## src/rtl/raifes_mul_div_param_pkg.sv

```systemverilog
// Shared encodings for the raifes multiply/divide unit: MD op / output-select
// codes, sequencer states and the iteration-counter width helper.
package raifes_mul_div_param_pkg;

    localparam int unsigned MD_OP_WIDTH      = 2;
    localparam int unsigned MD_OUT_SEL_WIDTH = 2;

    typedef enum logic [MD_OP_WIDTH-1:0] {
        MD_OP_MUL = 2'd0,
        MD_OP_DIV = 2'd1,
        MD_OP_REM = 2'd2
    } md_op_e;

    typedef enum logic [MD_OUT_SEL_WIDTH-1:0] {
        MD_OUT_LO  = 2'd0,
        MD_OUT_HI  = 2'd1,
        MD_OUT_REM = 2'd2
    } md_out_sel_e;

    typedef enum logic [1:0] {
        S_IDLE    = 2'd0,
        S_COMPUTE = 2'd1,
        S_SETUP   = 2'd2,
        S_DONE    = 2'd3
    } md_state_e;

    function automatic int unsigned md_ctr_width(input int unsigned xlen, input int unsigned step);
        return $clog2(xlen / step);
    endfunction

endpackage

```

## src/rtl/raifes_md_div_step.sv

```systemverilog
// One restoring-division stage: shift the next dividend bit into the partial
// remainder, subtract the divisor if it fits, and report the quotient bit.
module raifes_md_div_step #(
    parameter int unsigned XLEN = 32
) (
    input  logic [XLEN-1:0] i_rem,
    input  logic            i_bit,
    input  logic [XLEN-1:0] i_div,
    output logic [XLEN-1:0] o_rem,
    output logic            o_q
);

    logic [XLEN:0] w_shifted;

    // Incoming remainder is below the divisor, so the result always fits in XLEN bits.
    assign w_shifted = {i_rem, i_bit};
    assign o_q       = (w_shifted >= {1'b0, i_div});
    assign o_rem     = o_q ? XLEN'(w_shifted - {1'b0, i_div}) : w_shifted[XLEN-1:0];

endmodule

```

## src/rtl/raifes_mul_div_param.sv

```systemverilog
// Iterative RV32M/RV64M multiply/divide unit: shift-add multiply and restoring
// divide retiring STEP bits per cycle, with kill, back-pressure and divide fast paths.
module raifes_mul_div_param
    import raifes_mul_div_param_pkg::*;
#(
    parameter int unsigned XLEN = 32,
    parameter int unsigned STEP = 1
) (
    input  logic                        clk,
    input  logic                        reset,
    input  logic                        req_valid,
    output logic                        req_ready,
    input  logic                        req_kill,
    input  logic [MD_OP_WIDTH-1:0]      req_op,
    input  logic [MD_OUT_SEL_WIDTH-1:0] req_out_sel,
    input  logic                        req_in_1_signed,
    input  logic                        req_in_2_signed,
    input  logic [XLEN-1:0]             req_in_1,
    input  logic [XLEN-1:0]             req_in_2,
    output logic                        resp_valid,
    input  logic                        resp_ready,
    output logic [XLEN-1:0]             resp_result
);

    localparam int unsigned     CW       = md_ctr_width(XLEN, STEP);
    localparam logic [CW-1:0]   CNT_INIT = CW'(XLEN / STEP - 1);

    md_state_e                   r_state;
    md_state_e                   w_state_nxt;
    logic [XLEN-1:0]             r_a;
    logic [XLEN-1:0]             r_b;
    logic [2*XLEN-1:0]           r_acc;
    logic [XLEN-1:0]             r_rem;
    logic [CW-1:0]               r_cnt;
    logic [MD_OP_WIDTH-1:0]      r_op;
    logic [MD_OUT_SEL_WIDTH-1:0] r_out_sel;
    logic                        r_negate;
    logic [XLEN-1:0]             r_result;

    logic                        w_accept;
    logic                        w_neg1;
    logic                        w_neg2;
    logic [XLEN-1:0]             w_abs1;
    logic [XLEN-1:0]             w_abs2;
    logic                        w_is_div;
    logic                        w_div_zero;
    logic                        w_ovf;
    logic                        w_special;
    logic                        w_negate_in;

    logic [2*XLEN-1:0]           w_mul_acc;
    logic [XLEN-1:0]             w_mul_b;
    logic [XLEN-1:0]             w_rem_chain [STEP+1];
    logic [STEP-1:0]             w_qbits;

    logic [2*XLEN-1:0]           w_sel;
    logic [2*XLEN-1:0]           w_signed_res;
    logic [XLEN-1:0]             w_setup_result;

    // Request decode: operand magnitudes, result sign and divide fast paths
    assign w_neg1      = req_in_1_signed & req_in_1[XLEN-1];
    assign w_neg2      = req_in_2_signed & req_in_2[XLEN-1];
    assign w_abs1      = w_neg1 ? (~req_in_1 + 1'b1) : req_in_1;
    assign w_abs2      = w_neg2 ? (~req_in_2 + 1'b1) : req_in_2;
    assign w_is_div    = (req_op == MD_OP_DIV) || (req_op == MD_OP_REM);
    assign w_div_zero  = (req_in_2 == '0);
    assign w_ovf       = req_in_1_signed && req_in_2_signed &&
                         (req_in_1 == {1'b1, {(XLEN-1){1'b0}}}) && (req_in_2 == '1);
    assign w_special   = w_is_div && (w_div_zero || w_ovf);
    assign w_negate_in = (req_op == MD_OP_REM) ? w_neg1 : (w_neg1 ^ w_neg2);
    // Kill wins over a same-cycle request even though it is otherwise a no-op in IDLE
    assign w_accept    = req_valid && req_ready && !req_kill;

    always_comb begin
        w_mul_acc = r_acc;
        w_mul_b   = r_b;
        for (int unsigned i = 0; i < STEP; i++) begin
            w_mul_acc = {w_mul_acc[2*XLEN-2:0], 1'b0} +
                        (w_mul_b[XLEN-1] ? {{XLEN{1'b0}}, r_a} : {(2*XLEN){1'b0}});
            w_mul_b   = {w_mul_b[XLEN-2:0], 1'b0};
        end
    end

    assign w_rem_chain[0] = r_rem;

    for (genvar g = 0; g < STEP; g++) begin : g_div
        raifes_md_div_step #(
            .XLEN(XLEN)
        ) u_step (
            .i_rem (w_rem_chain[g]),
            .i_bit (r_a[XLEN-1-g]),
            .i_div (r_b),
            .o_rem (w_rem_chain[g+1]),
            .o_q   (w_qbits[STEP-1-g])
        );
    end

    assign w_sel          = (r_op == MD_OP_REM) ? {{XLEN{1'b0}}, r_rem} : r_acc;
    assign w_signed_res   = r_negate ? (~w_sel + 1'b1) : w_sel;
    assign w_setup_result = (r_out_sel == MD_OUT_HI) ? w_signed_res[2*XLEN-1:XLEN]
                                                     : w_signed_res[XLEN-1:0];

    always_comb begin
        w_state_nxt = r_state;
        req_ready   = 1'b0;
        resp_valid  = 1'b0;
        case (r_state)
            S_IDLE: begin
                req_ready = 1'b1;
                if (w_accept) begin
                    w_state_nxt = w_special ? S_SETUP : S_COMPUTE;
                end
            end
            S_COMPUTE: begin
                if (req_kill) begin
                    w_state_nxt = S_IDLE;
                end else if (r_cnt == '0) begin
                    w_state_nxt = S_SETUP;
                end
            end
            S_SETUP: begin
                w_state_nxt = req_kill ? S_IDLE : S_DONE;
            end
            S_DONE: begin
                resp_valid = 1'b1;
                if (req_kill || resp_ready) begin
                    w_state_nxt = S_IDLE;
                end
            end
            default: begin
                w_state_nxt = S_IDLE;
            end
        endcase
    end

    always_ff @(posedge clk) begin
        if (reset) begin
            r_state   <= S_IDLE;
            r_a       <= '0;
            r_b       <= '0;
            r_acc     <= '0;
            r_rem     <= '0;
            r_cnt     <= '0;
            r_op      <= '0;
            r_out_sel <= '0;
            r_negate  <= 1'b0;
            r_result  <= '0;
        end else begin
            r_state <= w_state_nxt;
            case (r_state)
                S_IDLE: begin
                    if (w_accept) begin
                        r_op      <= req_op;
                        r_out_sel <= req_out_sel;
                        r_cnt     <= CNT_INIT;
                        r_a       <= w_abs1;
                        r_b       <= w_abs2;
                        r_acc     <= '0;
                        r_rem     <= '0;
                        r_negate  <= w_negate_in;
                        // Fast paths preload the final quotient/remainder and skip COMPUTE
                        if (w_is_div && w_div_zero) begin
                            r_acc    <= '1;
                            r_rem    <= req_in_1;
                            r_negate <= 1'b0;
                        end else if (w_is_div && w_ovf) begin
                            r_acc    <= {{XLEN{1'b0}}, req_in_1};
                            r_rem    <= '0;
                            r_negate <= 1'b0;
                        end
                    end
                end
                S_COMPUTE: begin
                    r_cnt <= r_cnt - 1'b1;
                    if (r_op == MD_OP_MUL) begin
                        r_acc <= w_mul_acc;
                        r_b   <= w_mul_b;
                    end else begin
                        r_rem <= w_rem_chain[STEP];
                        r_acc <= {r_acc[2*XLEN-1-STEP:0], w_qbits};
                        r_a   <= {r_a[XLEN-1-STEP:0], {STEP{1'b0}}};
                    end
                end
                S_SETUP: begin
                    r_result <= w_setup_result;
                end
                default: begin
                end
            endcase
        end
    end

    assign resp_result = r_result;

endmodule

```

## config.mk

```make
export PLATFORM = sky130hd
export DESIGN_NAME = raifes_mul_div_param
export DESIGN_NICKNAME = d
export VERILOG_FILES = /design/src/rtl/raifes_mul_div_param_pkg.sv /design/src/rtl/raifes_md_div_step.sv /design/src/rtl/raifes_mul_div_param.sv
export SDC_FILE = /design/constraint.sdc
export NUM_CORES = 1
export LEC_CHECK = 0
export ABC_AREA = 1
export BUFFER_PORTS_ARGS = -buffer_cell sky130_fd_sc_hd__buf_2
export CORE_UTILIZATION = 30
export CTS_CLUSTER_SIZE = 40
export DETAILED_ROUTE_END_ITERATION = 10
export GPL_TIMING_DRIVEN = 0
export PLACE_DENSITY = 0.59
export RECOVER_POWER = 25
export SLEW_MARGIN = 10
export SYNTH_ARGS = -nofsm -noshare
export SYNTH_HDL_FRONTEND = slang
export SYNTH_SLANG_ARGS = --single-unit
export TNS_END_PERCENT = 5
```

## constraint.sdc

```tcl
create_clock -name clk -period 2.47 [get_ports clk]
set_clock_uncertainty 0.05 [all_clocks]
set_input_delay 0.1235 -clock clk [delete_from_list [all_inputs] [get_ports clk]]
set_output_delay 0.1235 -clock clk [all_outputs]
set_load 0.05 [all_outputs]
```

Yosys cells after proc, flatten, opt, wreduce, memory -nomap -nowiden
Index checks and enable logic that the tools add are counted.
Storage, ports and cells
  register bits after elaboration: 204
  input bits: 75
  output and inout bits: 34
Operators by class
  add/subtract/negate cells: 6
  magnitude comparators: 1
  eq/ne operators: 14
  multiplexer cells: 36
  bitwise logic cells: 6
  reduce and logical (&&, ||, !) cells: 22
Operator list (number)
  32-bit 2-to-1 mux: 13
  64-bit 2-to-1 mux: 5
  32-bit one-hot mux with 2 select lines: 3
  64-bit one-hot mux with 2 select lines: 1
  32-bit by 1-bit adder with 32-bit output, second input constant: 2
  64-bit by 1-bit adder with 64-bit output, second input constant: 1
  64-bit by 32-bit adder with 64-bit output: 1
  32-bit equality test, second input constant: 2
  32-bit NOT: 2
  64-bit NOT: 1
  33-bit by 32-bit >= comparator with 1-bit output: 1
  32-bit logical NOT: 1
  32-bit subtractor: 1
  2-bit 2-to-1 mux: 6
  5-bit one-hot mux with 2 select lines: 1
  3-bit AND reduction: 3
  2-bit equality test, second input constant: 4
  1-bit logical AND: 8
  2-bit inequality test, second input constant: 4
  2-bit one-hot mux with 4 select lines: 1
  2-bit by 1-bit equality test with 1-bit output, second input constant: 3
  5-bit logical NOT: 1
  1-bit 2-to-1 mux: 5
  5-bit 2-to-1 mux: 1
  other kinds (9): 14

Longest topological paths before layout
  depth after elaboration: 8
  mapped depth: 21

By module
A second synthesis with hierarchy kept.
Second synthesis, totals
  cells, all modules: 3813
  area total of the unflattened synthesis: 20858.8 sq um
Modules (own cells, without submodules)
  raifes_mul_div_param: instances 1, cells an instance 3166, area each 17698.2 sq um, sequential area each 4083.9 sq um
  raifes_md_div_step: instances 1, cells an instance 647, area each 3160.5 sq um, sequential area each 0.0 sq um

Least setup slack after synthesis
No wires, ideal clock.
  path kind: register to register
  from: reg r_b[31]
  to: reg r_acc[51]
  library setup time: 0.070 ns
  arrival time: 2.348 ns
  data required time: 2.350 ns
  slack: 0.002 ns
  cell stages (with the launch flop): 22
  period minus slack after synthesis: 2.468 ns
  cells stage by stage: dfxtp_1 > clkbuf_1 > nand2_1 > inv_1 > ha_1 > inv_1 > fa_1 > inv_1 > nand3_1 > nand2_1 > nand2_1 > nand2_1 > nand2_1 > nand2_1 > nand2_1 > nand2_1 > nand3_1 > nand2_1 > nand2_1 > nand2_1 > nand3_1 > a21oi_1
Between the ends
  word-level cells in the longest chain between the ends: 4
RTL lines
  from (decl): line raifes_mul_div_param.sv:31  | logic [XLEN-1:0] r_b;
  from (signal assigned): line raifes_mul_div_param.sv:157  | r_b <= w_abs2;
  from (signal assigned): line raifes_mul_div_param.sv:177  | r_b <= w_mul_b;
  32-bit 2-to-1 mux: line raifes_mul_div_param.sv:79  | (w_mul_b[XLEN-1] ? {{XLEN{1'b0}}, r_a} : {(2*XLEN){1'b0}});
  64-bit by 32-bit adder with 64-bit output: line raifes_mul_div_param.sv:78  | w_mul_acc = {w_mul_acc[2*XLEN-2:0], 1'b0} +
  64-bit 2-to-1 mux: line raifes_mul_div_param.sv:175  | if (r_op == MD_OP_MUL) begin
  64-bit one-hot mux with 2 select lines: line raifes_mul_div_param.sv:150  | case (r_state)
  to (signal assigned): line raifes_mul_div_param.sv:167  | r_acc <= {{XLEN{1'b0}}, req_in_1};
  to (signal assigned): line raifes_mul_div_param.sv:176  | r_acc <= w_mul_acc;
  to (signal assigned): line raifes_mul_div_param.sv:180  | r_acc <= {r_acc[2*XLEN-1-STEP:0], w_qbits};
  to (decl): line raifes_mul_div_param.sv:32  | logic [2*XLEN-1:0] r_acc;
Every way passes these cells.
A chain may end at the register's enable or synchronous reset.

Final worst setup path
  from: reg r_op[1]
  to: reg r_result[2], in the netlist resp_result[2]
Between the ends
  word-level cells in the longest chain between the ends: 6
RTL lines
  from (decl): line raifes_mul_div_param.sv:35  | logic [MD_OP_WIDTH-1:0] r_op;
  from (signal assigned): line raifes_mul_div_param.sv:153  | r_op <= req_op;
  2-bit equality test *: line raifes_mul_div_param.sv:98  | assign w_sel = (r_op == MD_OP_REM) ? {{XLEN{1'b0}}, r_rem} : r_acc;
  64-bit 2-to-1 mux *: line raifes_mul_div_param.sv:98
  64-bit NOT: line raifes_mul_div_param.sv:99  | assign w_signed_res = r_negate ? (~w_sel + 1'b1) : w_sel;
  64-bit by 1-bit adder with 64-bit output: line raifes_mul_div_param.sv:99
  64-bit 2-to-1 mux *: line raifes_mul_div_param.sv:99
  32-bit 2-to-1 mux *: line raifes_mul_div_param.sv:100  | assign w_setup_result = (r_out_sel == MD_OUT_HI) ? w_signed_res[2*XLEN-1:XLEN]
  to (signal assigned): line raifes_mul_div_param.sv:185  | r_result <= w_setup_result;
  to (decl): line raifes_mul_div_param.sv:38  | logic [XLEN-1:0] r_result;
Mark *: on every way between the ends. The rest lies on a longest branch, timed or not.

==> out/metrics.cfg <==
[worst_setup_path]
critical_path.max_fanout = 10
path_cells = buf_4, nand2_4, buf_8, nand2_1, o21ai_4, ha_4, nand3_2, nor2_4, nand3_4, nand2_2, nand3_4, nor2_2, or2_1, nand3_1, a21oi_1
cp_top_family = simple AND/OR/NAND/NOR gates
reg2reg_setup_slack_ps = -120
slowest_stage = dfxtp_1
cp-startpoint = r_op[1]$_SDFFE_PP0P_
crit_path_frequent_cell = nand3_4
endpoint_kind = flop
critical_path_class = flop to flop
cp.required_ps = 2920
cp_num_buf_inv = 2
arrival_ps = 3040
cpPeakStageDelay_ps = 300
r2r_cells = 15
reg2reg_from = r_op[1]$_SDFFE_PP0P_
crit_end = resp_result[2]$_SDFFE_PP0N_
worstReg2RegEnd = resp_result[2]$_SDFFE_PP0N_
worst-path-stages = 15
cp-start-kind = flop

[yosys]
synth.avg_cell_area_um2 = 5.51
yosysSeqAreaShare_pct = 20.0
netlist.area_leader.share_pct = 20.0
synth_ff_type = dfxtp_1
synth.area.top_cells = dfxtp_1 (20%), nand2_1 (19%), a21oi_1 (9.5%)
synth.distinct_cells = 49
synth_warnings = 0
synth-edff-count = 0
synth_cells = 3712
synth.cell_area_mm2 = 0.0204
synth_fp_nets = 3859
ys_async_sr_fraction_pct = 0
ys_ff_latch = 204
netlist.top_cell.by_area = dfxtp_1

[drt]
route.met2.wl_um = 43800
wire_per_inst_um = 21.5
drt-total-wl_um = 104000
firstDrtPassIters = 7
routed.top_layer = met4
postRouteAntennaNets = 0
drc = 0
wl_met3_um = 10800
drt_iter0_drc = 3425
detailroute.via_count = 27000
wl_met1_um = 44500
vias_per_cell = 5.58

[power_and_ir_drop]
ir_drop_mv = 0.485
p_total_uw = 17400
power_leakage_uw = 0.0117
power.density_mw_per_mm2 = 670

[global_routing]
track_usage_pct = 28.7
grt_overflow = 0
grt_pass1_vias = 24500
grt_max_degree = 15
grt_antenna_before_repair = 2
grt_pass1_wl_um = 152000

[floorplan]
die_h_um = 263
coreArea_mm2 = 0.0673
core.rowCount = 95
die_x_um = 263
dieArea_mm2 = 0.0692
initial_core_util_pct = 30.4
pin_count = 109

[placement]
postPlaceCellArea_mm2 = 0.0221
io_buffers = 107
dpl.cell_count = 4692
routabilityCongestion = 1.07
hpwl_um = 83600
dp_slack_ps = -868

[layout]
fin_area_mm2 = 0.0260
drive_above_1_share_pct = 16.0
final_cells = 4840
fin_nets = 4094
area_growth_pct = 27.1

[timing]
fmax_mhz = 386
fin_crit_sh_pct = 105
drv_slew = 0
rsz0062_at_grt = true
setup_ws_ps = -120
layout_min_cycle_time_ps = 2590
hold_violations = 2
worst_slew_pin_slew_ps = 1090
setup_viol = 56
hold_slack_ps = -7.67
maxSlewHeadroom_pct = 27.4

[run]
drv_cap = 0

[clock_network]
clk_pin_slew_ps = 60
cts_made_buffers = 27
clock_sinks = 204
cts_tree = yes
cts_root_buf = clkbuf_16
clock_path_buffers = 3
htreeDepth = 1
clock_latency_ps = 600

[outcome]
status = finished, violations left
violations = negative hold slack, negative setup slack

[min_path]
hp-class = input pin to flop

-- metrics by stage --
step / TNS [ps] / utilization [%] / hold WS, ps
6_report: -1560 / 38.6 / -7.67
5_1_grt: -12220 / 38.6 / 15.9
4_1_cts: -4040 / 36.3 / -42.6
3_5_place_dp: -81870 / 32.8 / 371
3_3_place_gp: -82730 / 32.8 / 366
2_1_floorplan: 0 / - / 222
-- repair_timing --
item                       CTS  global route
hold endpoints to repair    69             0
setup endpoints to repair  191           186
setup buffers               11            26
hold buffers                63             0
pin swaps                   12            54
gates cloned                 0             0
gates resized for setup    195           381
-- registers in the layout, indices dropped and copies added, names as in the netlist --
name         count
r_out_sel        2
r_b             32
resp_result     32
r_state          2
r_acc           64
r_cnt            5
r_a             32
r_op             2
r_negate         1
r_rem           32
-- final cells by class --
class,count,area (um2)
multi-input combinational,2896,16000
tap,873,1090
antenna,2,5.00
sequential,204,4100
buffer,169,836
clock inverter,13,171
timing repair buffer,207,1420
inverter,442,1660
clock buffer,34,732
fill,7457,41300
-- how the worst min path moves through the flow --
stage | start | endpoint | slack (ps) | cells past startpoint
floorplan | req_in_2[0] | r_b[0]$_SDFFE_PP0P_ | 220 | 2
global placement | req_out_sel[1] | r_out_sel[1]$_SDFFE_PP0P_ | 370 | 3
detailed placement | req_out_sel[1] | r_out_sel[1]$_SDFFE_PP0P_ | 370 | 3
CTS | req_in_2[24] | r_b[24]$_SDFFE_PP0P_ | -40 | 4
global route | req_valid | r_state[0]$_SDFFE_PP0P_ | 20 | 5
finish | req_in_2[24] | r_b[24]$_SDFFE_PP0P_ | -8 | 4
-- cell usage in the layout (no fill, tap or decap), types with 14 or more instances in the layout --
master         synthesis  routed
clkbuf_1             110     113
nor2_4                 2      42
o21ai_2                3      18
nor3_1                39      34
nor2_2                16      64
a21oi_2                0      31
o211ai_1              38      38
dfxtp_1              204     195
xor2_1                42      38
o21ai_1               13      44
buf_1                 20      14
nand2_1             1055     969
clkbuf_16              0      27
ha_4                   0      54
nand3_2                0      20
dlygate4sd3_1          0      63
buf_4                  6      45
a21oi_1              388     353
nand4_1               71      71
inv_2                 10      24
clkbuf_2               4      20
nand2_4                1      15
nand3_1              350     319
nand2_2                4      76
inv_1                430     415
nand3b_1              33      33
xnor2_1               18      18
buf_2                 25     108
o21ai_0              280     230
nor4_1                20      19
nor2_1               394     306
-- synthesized netlist by cell type, types with 9 or more instances --
master	n
a21oi_1	388
a31oi_1	13
buf_1	20
buf_2	25
clkbuf_1	110
dfxtp_1	204
ha_1	70
inv_1	430
inv_2	10
nand2_1	1055
nand3_1	350
nand3b_1	33
nand4_1	71
nor2_1	394
nor2_2	16
nor3_1	39
nor4_1	20
o211ai_1	38
o21ai_0	280
o21ai_1	13
o221ai_1	9
xnor2_1	18
xor2_1	42
-- per-layer routing --
layer | track usage (%) | vias up
li1 | - | 12700
met1 | 40.0 | 12600
met2 | 43.3 | 1486
met3 | 4.65 | 250
met4 | 12.2 | 0
met5 | 0 | -
-- where the power goes --
group          switching, uW  internal (uW)  leakage [uW]
Combinational           6130           2960       0.00960
Clock                   1710           2420      0.000440
Sequential               550           3640       0.00167
Total                   8390           9030        0.0117
-- logic make-up (layout without fill, tap and decap cells) --
logic type / after synthesis / after routing / synth area share [%]
buf+inv: 612 / 865 / 11.7
fa+ha+maj: 72 / 72 / 4.48
other cells: 0 / 2 / 0
simple gates: 1996 / 1996 / 41.3
compound gates: 768 / 768 / 19.9
flops: 204 / 204 / 20.0
xor+xnor: 60 / 60 / 2.57
-- tightest hold or removal path: stages --
cell	delay, ps
buf_2	130
o21ai_0	100
o21ai_0	170
a21oi_1	60
(Power assumes the default switching activity.)
